===== src/rtl/code_packer_pkg.sv =====
// Shared definitions for the code packer and the encoder stage that feeds it.
package packer_pkg;
   localparam int OUT_W  = 32;
   localparam int CODE_W = 36;
   localparam int BUF_W  = 96;
   localparam int FILL_W = 7;
   localparam int LEN_W  = 6;

   typedef enum logic [1:0] {RUN, FLUSH, DONE} state_t;
endpackage


===== src/rtl/code_shift_align.sv =====
// Masks a code to its length and places it just below the current fill
// position of a left-aligned packing buffer.
module code_shift_align #(
   parameter int CODE_W = 36,
   parameter int BUF_W  = 96,
   parameter int FILL_W = 7,
   parameter int LEN_W  = 6
) (
   input  logic [CODE_W-1:0] code,
   input  logic [LEN_W-1:0]  len,
   input  logic [FILL_W-1:0] fill,
   output logic [BUF_W-1:0]  vec
);
   localparam logic [7:0] CODE_W8 = 8'(CODE_W);
   localparam logic [7:0] BUF_W8  = 8'(BUF_W);

   logic [7:0]        rsh;
   logic [7:0]        lsh;
   logic [CODE_W-1:0] masked;

   always_comb begin
      rsh    = CODE_W8 - 8'(len);
      masked = code & ({CODE_W{1'b1}} >> rsh);
      // fill + len never exceeds BUF_W, so the shift is always in range.
      lsh    = BUF_W8 - 8'(fill) - 8'(len);
      vec    = {{(BUF_W-CODE_W){1'b0}}, masked} << lsh;
   end
endmodule


===== src/rtl/code_packer.sv =====
// Packs variable-length codes MSB-first into fixed-width output words, with
// flush/pad handling for the end of a stream.
module code_packer #(
   parameter int OUT_W  = 32,
   parameter int CODE_W = 36,
   parameter int BUF_W  = 96,
   parameter int FILL_W = 7
) (
   input  logic              i_clk,
   input  logic              i_reset,
   input  logic              i_valid,
   output logic              o_ready,
   input  logic [CODE_W-1:0] i_code,
   input  logic [5:0]        i_len,
   input  logic              i_flush,
   output logic              o_valid,
   input  logic              i_ready,
   output logic [OUT_W-1:0]  o_word,
   output logic              o_last,
   output logic              o_flush_done,
   output logic              o_err,
   output logic [FILL_W-1:0] o_fill
);
   import packer_pkg::*;

   localparam logic [FILL_W-1:0] OUT_F   = FILL_W'(OUT_W);
   localparam logic [FILL_W-1:0] RDY_MAX = FILL_W'(BUF_W - CODE_W);

   state_t             state_q, state_d;
   logic [BUF_W-1:0]   buf_q, buf_sh, buf_d, app_vec;
   logic [FILL_W-1:0]  fill_q, fill_sh, fill_d;
   logic               err_q;
   logic               len_over;
   logic [LEN_W-1:0]   len_eff;
   logic               accept, emit;

   assign len_over = i_len > LEN_W'(CODE_W);
   assign len_eff  = len_over ? LEN_W'(CODE_W) : i_len;
   assign accept   = i_valid & o_ready;
   assign emit     = o_valid & i_ready;

   always_ff @(posedge i_clk) begin
      if (i_reset) state_q <= RUN;
      else         state_q <= state_d;
   end

   always_comb begin
      state_d = state_q;
      case (state_q)
         RUN:     if (i_flush) state_d = FLUSH;
         FLUSH:   if (fill_d == '0) state_d = DONE;
         DONE:    state_d = RUN;
         default: state_d = RUN;
      endcase
   end

   // Handshake outputs come only from registered state, never from i_ready.
   always_comb begin
      o_ready      = 1'b0;
      o_valid      = 1'b0;
      o_last       = 1'b0;
      o_flush_done = 1'b0;
      case (state_q)
         RUN: begin
            o_ready = (fill_q <= RDY_MAX);
            o_valid = (fill_q >= OUT_F);
         end
         FLUSH: begin
            o_valid = (fill_q != '0);
            o_last  = (fill_q != '0) && (fill_q <= OUT_F);
         end
         DONE:    o_flush_done = 1'b1;
         default: ;
      endcase
   end

   code_shift_align #(
      .CODE_W (CODE_W),
      .BUF_W  (BUF_W),
      .FILL_W (FILL_W),
      .LEN_W  (LEN_W)
   ) u_align (
      .code (i_code),
      .len  (len_eff),
      .fill (fill_sh),
      .vec  (app_vec)
   );

   // Emit shift happens first; a same-cycle append lands after the shifted data.
   always_comb begin
      buf_sh  = buf_q;
      fill_sh = fill_q;
      if (emit) begin
         buf_sh  = buf_q << OUT_W;
         fill_sh = (fill_q > OUT_F) ? (fill_q - OUT_F) : '0;
      end
      buf_d  = buf_sh;
      fill_d = fill_sh;
      if (accept) begin
         buf_d  = buf_sh | app_vec;
         fill_d = fill_sh + FILL_W'(len_eff);
      end
   end

   always_ff @(posedge i_clk) begin
      if (i_reset) begin
         buf_q  <= '0;
         fill_q <= '0;
         err_q  <= 1'b0;
      end else begin
         buf_q  <= buf_d;
         fill_q <= fill_d;
         if (accept && len_over) err_q <= 1'b1;
      end
   end

   assign o_word = buf_q[BUF_W-1 -: OUT_W];
   assign o_fill = fill_q;
   assign o_err  = err_q;
endmodule


===== config.mk =====
export PLATFORM = sky130hd
export DESIGN_NAME = code_packer
export DESIGN_NICKNAME = d
export VERILOG_FILES = /design/src/rtl/code_packer_pkg.sv /design/src/rtl/code_shift_align.sv /design/src/rtl/code_packer.sv
export SDC_FILE = /design/constraint.sdc
export NUM_CORES = 1
export LEC_CHECK = 0
export ABC_AREA = 1
export ABC_CLOCK_PERIOD_IN_PS = 5950
export CAP_MARGIN = 10
export CORE_MARGIN = 8
export CORE_UTILIZATION = 35
export DETAILED_ROUTE_END_ITERATION = 10
export GPL_ROUTABILITY_DRIVEN = 0
export PLACE_DENSITY = 0.6
export SLEW_MARGIN = 0
export SYNTH_ARGS = -nofsm -noshare
export SYNTH_HDL_FRONTEND = slang
export SYNTH_HIERARCHICAL = 1
export SYNTH_SLANG_ARGS = --single-unit

===== constraint.sdc =====
create_clock -name i_clk -period 5.95 [get_ports i_clk]
set_clock_uncertainty 0.15 [all_clocks]
set_input_delay 1.19 -clock i_clk [delete_from_list [all_inputs] [get_ports i_clk]]
set_output_delay 1.19 -clock i_clk [all_outputs]
set_load 0.005 [all_outputs]

After elaboration in Yosys (flattened, before gate mapping). Index checks and enable logic that the tools add are counted.

Register bits: 106. Input bits: 47. Logic and storage cells: 43.

Add/subtract/negate cells: 5. Magnitude comparators: 5. Equality and inequality tests: 4. Shift operators: 2. Muxes and demuxes: 13. Bitwise logic cells: 4. Reduce and logical (&&, ||, !) cells: 6.

Operator list (count): 96-bit 2-to-1 mux (2); 96-bit bitwise OR (1); 36-bit by 8-bit << shifter with 96-bit output (1); 36-bit AND (1); 36-bit by 8-bit right shift with 36-bit output, first input constant (1); 7-bit 2-to-1 mux (3); 7-bit by 6-bit less-or-equal comparator with 1-bit output, second input constant (2); 7-bit by 7-bit subtractor with 8-bit output, first input constant (1); 8-bit by 6-bit subtractor with 8-bit output (1); 7-bit by 6-bit adder with 7-bit output (1); 7-bit by 6-bit greater-or-equal comparator with 1-bit output, second input constant (1); 7-bit by 6-bit > comparator with 1-bit output, second input constant (1); 7-bit zero test (1); 7-bit nonzero test (1); 6-bit by 6-bit subtractor with 7-bit output, first input constant (1); 7-bit by 6-bit subtractor with 7-bit output, second input constant (1); 6-bit > comparator, second input constant (1); 6-bit 2-to-1 mux (1); 2-bit 2-to-1 mux (2); 2-bit != test, second input constant (2); 2-bit one-hot mux with 2 select lines (1); 1-bit 2-to-1 mux (3); 1-bit AND (2); 2-bit by 1-bit == test with 1-bit output, second input constant (1); other kinds (5) (6).

Longest topological paths before layout.
Depth after elaboration: 9. Mapped depth: 26.

Cells and area by module. The synthesis kept the hierarchy.

Modules (own cells, without submodules): code_packer (instances 1, cells each 627, area each 5012.3 sq um, seq. area each 2122.0 sq um); code_shift_align (instances 1, cells each 970, area each 4702.0 sq um, seq. area each 0.0 sq um).

Worst setup path before layout. Ideal clock, no wire load.

Path type: input -> register. Start: input i_len[0]. End: register buf_q[32]. Library setup time: 0.128 ns. Arrival time: 4.445 ns. Required time: 5.672 ns. Path slack: 1.228 ns. Stages on the path: 18. Path buffers: 1. Cells stage by stage: o21ai_0 a31oi_1 nor2_1 inv_2 ha_1 ha_1 a21o_1 a31oi_1 inv_2 a21oi_1 o21bai_1 xor2_1 nor2_1 inv_1 clkbuf_1 o21ai_0 a221oi_2 nor2_1.

Longest elaborated chain between the ends: 8. Elaborated cells on any way between the ends: 9. Those cells by class: 2 x add/sub; 1 x order compare; 2 x shift; 2 x mux; 2 x bitwise.

RTL lines: start: declaration (RTL line code_packer.sv:14) `input logic [5:0] i_len,`; 6-bit > comparator (*) (RTL line code_packer.sv:37) `assign len_over = i_len > LEN_W'(CODE_W);`; 6-bit 2-to-1 mux (*) (RTL line code_packer.sv:38) `assign len_eff = len_over ? LEN_W'(CODE_W) : i_len;`; named net len_eff[3] (RTL line code_packer.sv:34) `logic [LEN_W-1:0] len_eff;`; 6-bit by 6-bit subtractor with 7-bit output (RTL line code_shift_align.sv:22) `rsh = CODE_W8 - 8'(len);`; 36-bit by 8-bit right shift with 36-bit output (RTL line code_shift_align.sv:23) `masked = code & ({CODE_W{1'b1}} >> rsh);`; 36-bit AND (RTL line code_shift_align.sv:23); 36-bit by 8-bit << shifter with 96-bit output (*) (RTL line code_shift_align.sv:26) `vec = {{(BUF_W-CODE_W){1'b0}}, masked} << lsh;`; named net app_vec[32] (RTL line code_packer.sv:30) `logic [BUF_W-1:0] buf_q, buf_sh, buf_d, app_vec;`; 96-bit bitwise OR (*) (RTL line code_packer.sv:100) `buf_d = buf_sh | app_vec;`; 96-bit 2-to-1 mux (*) (RTL line code_packer.sv:99) `if (accept) begin`; end signal: assignment (RTL line code_packer.sv:111) `buf_q <= buf_d;`; end: declaration (RTL line code_packer.sv:30).

Mark *: on every way through the listed nets, which the timed path passes. The rest lies on a longest branch. A chain may end at the register's enable or synchronous reset.

Worst setup path in the final report.
Start: input i_ready. End: register buf_q[37].

Longest elaborated chain between the ends: 7. Elaborated cells on any way between the ends: 8. Those cells by class: 2 x add/sub; 1 x shift; 3 x mux; 2 x bitwise.

RTL lines: start: declaration (RTL line code_packer.sv:17) `input logic i_ready,`; 1-bit AND (RTL line code_packer.sv:40) `assign emit = o_valid & i_ready;`; 7-bit 2-to-1 mux (RTL line code_packer.sv:93) `if (emit) begin`; named net fill_sh[1] (RTL line code_packer.sv:31) `logic [FILL_W-1:0] fill_q, fill_sh, fill_d;`; 7-bit by 7-bit subtractor with 8-bit output (RTL line code_shift_align.sv:25) `lsh = BUF_W8 - 8'(fill) - 8'(len);`; 8-bit by 6-bit subtractor with 8-bit output (RTL line code_shift_align.sv:25); 36-bit by 8-bit << shifter with 96-bit output (RTL line code_shift_align.sv:26); named net app_vec[37] (RTL line code_packer.sv:30); 96-bit bitwise OR (RTL line code_packer.sv:100); 96-bit 2-to-1 mux (RTL line code_packer.sv:99).

The timed path passes the listed nets, and every way through them passes these cells.

==> flow_results.xml <==
<?xml version="1.0" encoding="UTF-8"?>
<metrics>
  <group name="critical_path">
    <metric name="rr_worst_depth" unit="">23</metric>
    <metric name="worst_path_most_repeated_cell" unit="">nor2_1</metric>
    <metric name="r2r-start" unit="">o_fill[6]</metric>
    <metric name="path_max_fanout" unit="">15</metric>
    <metric name="arrival" unit="ps">5400</metric>
    <metric name="critPathCaptureType" unit="">flop</metric>
    <metric name="cp_slowest_cell" unit="">clkdlybuf4s50_1</metric>
    <metric name="timing.critical_path.slowest_cell_delay" unit="ps">610</metric>
    <metric name="worstPathCellList" unit="">clkdlybuf4s50_1, nand3_2, nand2_1, inv_1, ha_1, inv_1, ha_1, fa_1, nand3_1, and2_1, nor2_1, o21a_1, nor2_1, nor2_1, inv_2, nor2_2, inv_1, o21ai_0, a221oi_2, nor2_1</metric>
    <metric name="critical_path.reg2reg.endpoint" unit="">buf_q[37]</metric>
    <metric name="critical_path.startpoint_type" unit="">primary input</metric>
    <metric name="cp.buffers_inverters" unit="">5</metric>
    <metric name="timing_worst_setup_path_type" unit="">in -&gt; reg</metric>
    <metric name="required" unit="ps">6030</metric>
    <metric name="critPathLaunch" unit="">i_ready</metric>
    <metric name="path_delay_family" unit="">buffers and inverters</metric>
    <metric name="ff2ff_setup_slack" unit="ps">1290</metric>
  </group>
  <group name="drt">
    <metric name="remaining_drc_errors" unit="">0</metric>
    <metric name="detail_route.vias_per_cell" unit="">5.492</metric>
    <metric name="postRouteAntennaNets" unit="">0</metric>
    <metric name="total_wire_length_after_detailed_routing" unit="mm">33.57</metric>
    <metric name="drt_iter0_drc" unit="">1401</metric>
    <metric name="wl_per_cell" unit="um">17.03</metric>
    <metric name="first_pass_iters" unit="">9</metric>
    <metric name="route.vias.total" unit="">10830</metric>
  </group>
  <group name="timing">
    <metric name="totalNegativeSetupSlack" unit="ps">0</metric>
    <metric name="worst_pin_slew" unit="ps">975.9</metric>
    <metric name="fmax" unit="MHz">188.1</metric>
    <metric name="timing_max_transition_violations_final" unit="">0</metric>
    <metric name="final.period_utilization" unit="%">89.37</metric>
    <metric name="rsz0062_at_grt" unit="">false</metric>
    <metric name="final.min_clock_period" unit="ps">5318</metric>
    <metric name="finalHoldWorstSlack" unit="ps">320.8</metric>
    <metric name="timing.final.hold_violations" unit="">0</metric>
    <metric name="max_slew_margin" unit="%">34.94</metric>
    <metric name="setup-violations-final" unit="">0</metric>
  </group>
  <group name="yosys">
    <metric name="synth_cell_types" unit="">48</metric>
    <metric name="synth.yosys.seq_area_share" unit="%">21.84</metric>
    <metric name="dominantRegCellSynth" unit="">dfxtp_1</metric>
    <metric name="synthCells" unit="">1597</metric>
    <metric name="syn-mean-instance-area" unit="um2">6.083</metric>
    <metric name="synth_largest_type_area_fraction" unit="%">21.84</metric>
    <metric name="synth.top_cells.by_area" unit="">dfxtp_1 (22%), nand3_1 (17%), nand2_1 (14%)</metric>
    <metric name="synth_edf_count" unit="">0</metric>
    <metric name="yosysTopAreaCell" unit="">dfxtp_1</metric>
    <metric name="number_of_nets_produced_by_synthesis" unit="">1665</metric>
    <metric name="ys_seq_elements" unit="">106</metric>
    <metric name="post_synth_instance_area" unit="um2">9714</metric>
    <metric name="synthArstFlopShare" unit="%">0</metric>
    <metric name="yosysWarnings" unit="">6</metric>
  </group>
  <group name="global_route">
    <metric name="grt_pass1_wl" unit="mm">53.99</metric>
    <metric name="track_usage" unit="%">19.81</metric>
    <metric name="grt-ovfl-total" unit="">0</metric>
    <metric name="grt_max_degree" unit="">97</metric>
    <metric name="number_of_global_route_vias_before_repair" unit="">10200</metric>
    <metric name="antenna_found_initial" unit="">0</metric>
  </group>
  <group name="cts">
    <metric name="clk-insertion-delay-late" unit="ps">360</metric>
    <metric name="path_clk_slew" unit="ps">80</metric>
    <metric name="cts.sinks" unit="">106</metric>
    <metric name="tritoncts_clock_tree" unit="">built</metric>
    <metric name="cts_inserted_buffers" unit="">9</metric>
    <metric name="cts-resized-gates" unit="">0</metric>
    <metric name="ctsRootBufferMaster" unit="">clkbuf_16</metric>
    <metric name="clock_tree.htree_level_count" unit="">3</metric>
    <metric name="hold_buffers" unit="">0</metric>
    <metric name="cts_buffer_depth" unit="">2</metric>
    <metric name="cts_post_setup_buffers_inserted" unit="">0</metric>
  </group>
  <group name="floorplanning">
    <metric name="pin_count" unit="">91</metric>
    <metric name="die_width" unit="um">182.6</metric>
    <metric name="floorplan.initialDensity" unit="%">35.26</metric>
    <metric name="die_h" unit="um">182.6</metric>
    <metric name="fp-row-count" unit="">61</metric>
    <metric name="core_area" unit="um2">27550</metric>
    <metric name="floorplan.die_area" unit="um2">33340</metric>
  </group>
  <group name="finish">
    <metric name="number_of_fill_cells" unit="">2998</metric>
    <metric name="insertedDiodeCount" unit="">0</metric>
    <metric name="fin_cells" unit="">1971</metric>
    <metric name="final_cell_mix" unit="">nand2_1 (356), nand3_1 (339), nor2_1 (220), inv_1 (110), dfxtp_1 (106)</metric>
    <metric name="register_area" unit="um2">2122</metric>
    <metric name="post_route_cell_area" unit="um2">10910</metric>
    <metric name="finalNetCount" unit="">1656</metric>
    <metric name="area_delta_synth_final" unit="%">12.34</metric>
    <metric name="most_common_library_cell_in_the_layout_ignoring_fill_and_taps" unit="">nand2_1</metric>
    <metric name="area_of_the_multi_input_gates" unit="um2">6372</metric>
    <metric name="layout-drive-gt1-share" unit="%">8.663</metric>
  </group>
  <group name="min_path">
    <metric name="min-delay-path-class" unit="">reg -&gt; reg</metric>
    <metric name="hold_start" unit="">o_err</metric>
    <metric name="worstHoldEndpoint" unit="">o_err</metric>
    <metric name="min_path_cells" unit="">2</metric>
  </group>
  <group name="power">
    <metric name="power_leakage" unit="nW">4.661</metric>
    <metric name="vdd_drop_max" unit="mV">0.3320</metric>
    <metric name="cellPowerDensity" unit="nW/um2">631.0</metric>
    <metric name="power" unit="mW">6.887</metric>
  </group>
  <group name="status">
    <metric name="status" unit="">finished clean</metric>
  </group>
  <group name="place">
    <metric name="portBuffers" unit="">90</metric>
    <metric name="placed_area" unit="um2">10600</metric>
    <metric name="hpwlAfterDp" unit="mm">25.28</metric>
    <metric name="placedCellCount" unit="">1955</metric>
  </group>
  <group name="run">
    <metric name="drv_cap" unit="">0</metric>
  </group>
</metrics>
-- layout make-up --
type	count	share of cell area [%]
Tap cell	378	4.334
Clock buffer	11	2.224
Timing Repair Buffer	122	10.78
Multi-Input combinational cell	1227	58.39
Clock inverter	5	0.6191
Inverter	122	4.208
Sequential cell	106	19.45
-- per-layer routing --
layer  wire (um)  global-route usage (%)  part of all wire (%)  vias to the layer above
li1            -                       -                     -                     5337
met1       15100                   26.40                    45                     4949
met2       14840                   31.56                    44                      454
met3        2353                   2.883                   7.0                       85
met4        1274                   8.068                   3.8                        0
met5           0                       0                     0                        -
-- sequential cells by signal (all words and copies together), names as in the netlist --
name,count
buf_q,96
o_fill,7
state_q,2
o_err,1
-- power by group --
part           switching (mW)  leakage (nW)  internal (mW)
sequential              0.112         0.860          0.923
combinational            3.52          3.65           1.69
clock                   0.303         0.153          0.346
-- cell families after synthesis --
group	synth area share, %
fa+ha+maj	2.859
compound gates	15.07
simple gates	46.55
xor+xnor	0.6311
flops	21.84
buf+inv	13.05
-- cell usage after synthesis (all sizes together), types with 4 or more instances --
| library cell | count |
|---|---|
| nand2 | 374 |
| nand3 | 348 |
| nor2 | 224 |
| inv | 121 |
| dfxtp | 106 |
| buf | 104 |
| a221oi | 62 |
| a21oi | 61 |
| o21ai | 46 |
| nand4 | 44 |
| clkbuf | 38 |
| ha | 19 |
| a21boi | 9 |
| nor3 | 7 |
| o31ai | 6 |
| xor2 | 6 |
| a31oi | 4 |
| and2 | 4 |
| or2 | 4 |
-- metrics by stage --
stage                     worst slack [ps]  utilization (%)
after global placement               409.5            38.48
after floorplan                       1228                -
after global routing                 297.3            39.61
after detailed placement             290.5            38.48
after CTS                            660.6            39.61
final                                632.4            39.61
-- worst max path at each step --
stage,slack [ps],end,depth (start not counted)
finish,630,buf_q[37],20
global route,300,buf_q[41],20
CTS,660,buf_q[37],20
detailed placement,290,buf_q[37],20
global placement,410,buf_q[41],20
floorplan,1230,buf_q[32],18
-- worst min-delay path, cell delays in order, from the launching register on --
cell	delay [ps]
dfxtp_1	330
a21oi_1	40
nor2_1	70
(Power assumes the default switching activity.)
==> RTL edit (config.mk and constraints unchanged) <==
`BUF_W` is set to 96 in 3 places; all go to 144.
--- a/src/rtl/code_packer_pkg.sv
+++ b/src/rtl/code_packer_pkg.sv
@@ -2,7 +2,7 @@
 package packer_pkg;
    localparam int OUT_W  = 32;
    localparam int CODE_W = 36;
-   localparam int BUF_W  = 96;
+   localparam int BUF_W  = 144;
    localparam int FILL_W = 7;
    localparam int LEN_W  = 6;
 
--- a/src/rtl/code_shift_align.sv
+++ b/src/rtl/code_shift_align.sv
@@ -2,7 +2,7 @@
 // position of a left-aligned packing buffer.
 module code_shift_align #(
    parameter int CODE_W = 36,
-   parameter int BUF_W  = 96,
+   parameter int BUF_W  = 144,
    parameter int FILL_W = 7,
    parameter int LEN_W  = 6
 ) (
--- a/src/rtl/code_packer.sv
+++ b/src/rtl/code_packer.sv
@@ -3,7 +3,7 @@
 module code_packer #(
    parameter int OUT_W  = 32,
    parameter int CODE_W = 36,
-   parameter int BUF_W  = 96,
+   parameter int BUF_W  = 144,
    parameter int FILL_W = 7
 ) (
    input  logic              i_clk,
Check against the original RTL: not equivalent (a bounded check fails within 4 cycles, from zero or initial values and one cycle with i_reset high).
==> RTL edit against the original RTL <==
- area after synthesis grew 33%
- largest cell class unchanged
- synthesized cell count up 42%
- total power is 5.9% lower
- final cell count increased by 37%
- global-route usage decreased by 0.10 points
- sequential cell count is 48 higher
- critical endpoint is now buf_q[98]
- final area increased by 31%
- routed wire length is 29% higher
- combinational power down 22%
- clock power increased by 68%
- setup slack improved by 0.047 ns
==> RTL edit: results <==
set metrics [dict create \
    status "finished clean" \
    die_w_microns 208 \
    drc 0 \
    wl_met1_microns 19100 \
    grt_pass1_wl_microns 70600 \
    post_drt_wl_per_cell_microns 16.1 \
    synth_top_family_by_area "simple AND/OR/NAND/NOR gates" \
    htreeDepth 4 \
    dr.pass1.iters 6 \
    synth_ff_type "dfxtp_1" \
    min_from "buf_q[12]" \
    synth_compound_area_frac 0.0613 \
    holdWs_ns 0.315 \
    top_register "buf_q" \
    drive_gt1_frac 0.0718 \
    reg2reg_setup_slack_ns 1.09 \
    synthDistinctLibCells 46 \
    clk_pin_slew_worst_paths_ns 0.07 \
    antenna_cells 0 \
    synth_xor_area_frac 0.00542 \
    irDropWorstVdd_mv 0.268 \
    hold_depth 2 \
    reg2reg_depth 28 \
    worst_path_max_delay_cell "inv_2" \
    clock_path_buffers 2 \
    yosys.area_share.adder 0.0215 \
    seq_area_frac_synth 0.239 \
    met3_length_microns 3020 \
    crit_fanout 51 \
    wl_met2_microns 20000 \
    clkLatencyLatePin_ns 0.44 \
    nNetsFinal 2282 \
    synthMuxAreaShare 0 \
    route.vias.total 14400 \
    worstReg2RegEnd "buf_q[98]" \
    grt_antenna_before_repair 0 \
    crit-reg2reg-launch "state_q[0]" \
    yosys_warnings 6 \
    numCtsBuffers 17 \
    max_stage_delay_ns 0.73 \
    drt_iter0_markers 1347 \
    nFillCells 3985 \
    cts-resized-gates 0 \
    grt_max_degree 101 \
    worstHoldPathType "reg -> reg" \
    synth_common_cells "nand2_1, nand3_1, inv_1" \
    hpwl_microns 30200 \
    grt.total_usage 0.197 \
    min_to "buf_q[12]" \
    yosys-top-cells-area "dfxtp_1, nand3_1, nand2_1, inv_1, nor2_1" \
    tightest_slew_ns 1.18 \
    async_flop_share 0 \
    place_ws_ns 0.216 \
    cp.arrival_ns 5.46 \
    largest_reg_flops 144 \
    p_leak_uw 0.00709 \
    grt_pass1_vias 13300 \
]
RTL edit: changes by cell type after synthesis, sizes merged, moves of 5 or more:
| cell | unedited run | this run |
|---|---|---|
| nand2 | 374 | 741 |
| nand3 | 348 | 588 |
| inv | 121 | 200 |
| a221oi | 62 | 0 |
| nor2 | 224 | 166 |
| dfxtp | 106 | 154 |
| clkbuf | 38 | 66 |
| buf | 104 | 126 |
| o21ai | 46 | 65 |
| nand4 | 44 | 29 |
| o31ai | 6 | 0 |
| nor3 | 7 | 12 |
RTL edit: layout make-up:
type | count | share of cell area
multi-input combinational | 1714 | 0.568
sequential | 154 | 0.215
timing repair buffer | 125 | 0.0827
inverter | 202 | 0.0531
tap | 468 | 0.0408
clock buffer | 19 | 0.0309
clock inverter | 13 | 0.00925
RTL edit: worst max-delay path by stage:
stage                  start    endpoint  slack, ns  depth (start not counted)
floorplan           i_len[0]  buf_q[131]       1.23                         24
global placement    i_len[0]   buf_q[89]       0.29                         24
detailed placement  i_len[0]   buf_q[98]       0.22                         25
CTS                 i_len[0]   buf_q[88]       0.72                         24
global route        i_len[2]   buf_q[98]       0.18                         25
finish              i_len[0]   buf_q[98]       0.68                         25
RTL edit: worst max-delay path: cells and delay by family:
| family | cells | cell delay [ns] |
|---|---|---|
| buffers and inverters | 6 | 1.49 |
| adders and majority gates | 3 | 0.96 |
| AOI/OAI and AO/OA | 6 | 0.90 |
| and+or+nand+nor | 9 | 0.72 |
| xor gates and xnor gates | 1 | 0.15 |
RTL edit: layer usage:
metal / global-route usage / up-vias
met5: 0 / -
met3: 0.0380 / 91
li1: - / 7173
met4: 0.0756 / 0
met2: 0.321 / 507
met1: 0.255 / 6637
RTL edit: power breakdown:
group          total [uW]  internal (uW)  switching, uW
Sequential           1300           1210           96.5
Combinational        4080           1200           2880
Clock                1090            598            495
RTL edit: cell families after synthesis:
| family | Yosys count |
|---|---|
| compound gates | 138 |
| xor+xnor | 8 |
| fa+ha+maj | 21 |
| buf+inv | 394 |
| flops | 154 |
| simple gates | 1547 |
RTL edit: per-stage QoR:
step                instances  area (sq um)   util
floorplan                2262         12900      -
global placement         2663         13800  0.377
detailed placement       2663         13800  0.377
CTS                      2695         14300  0.393
global route             2695         14300  0.393
finish                   2695         14300  0.393
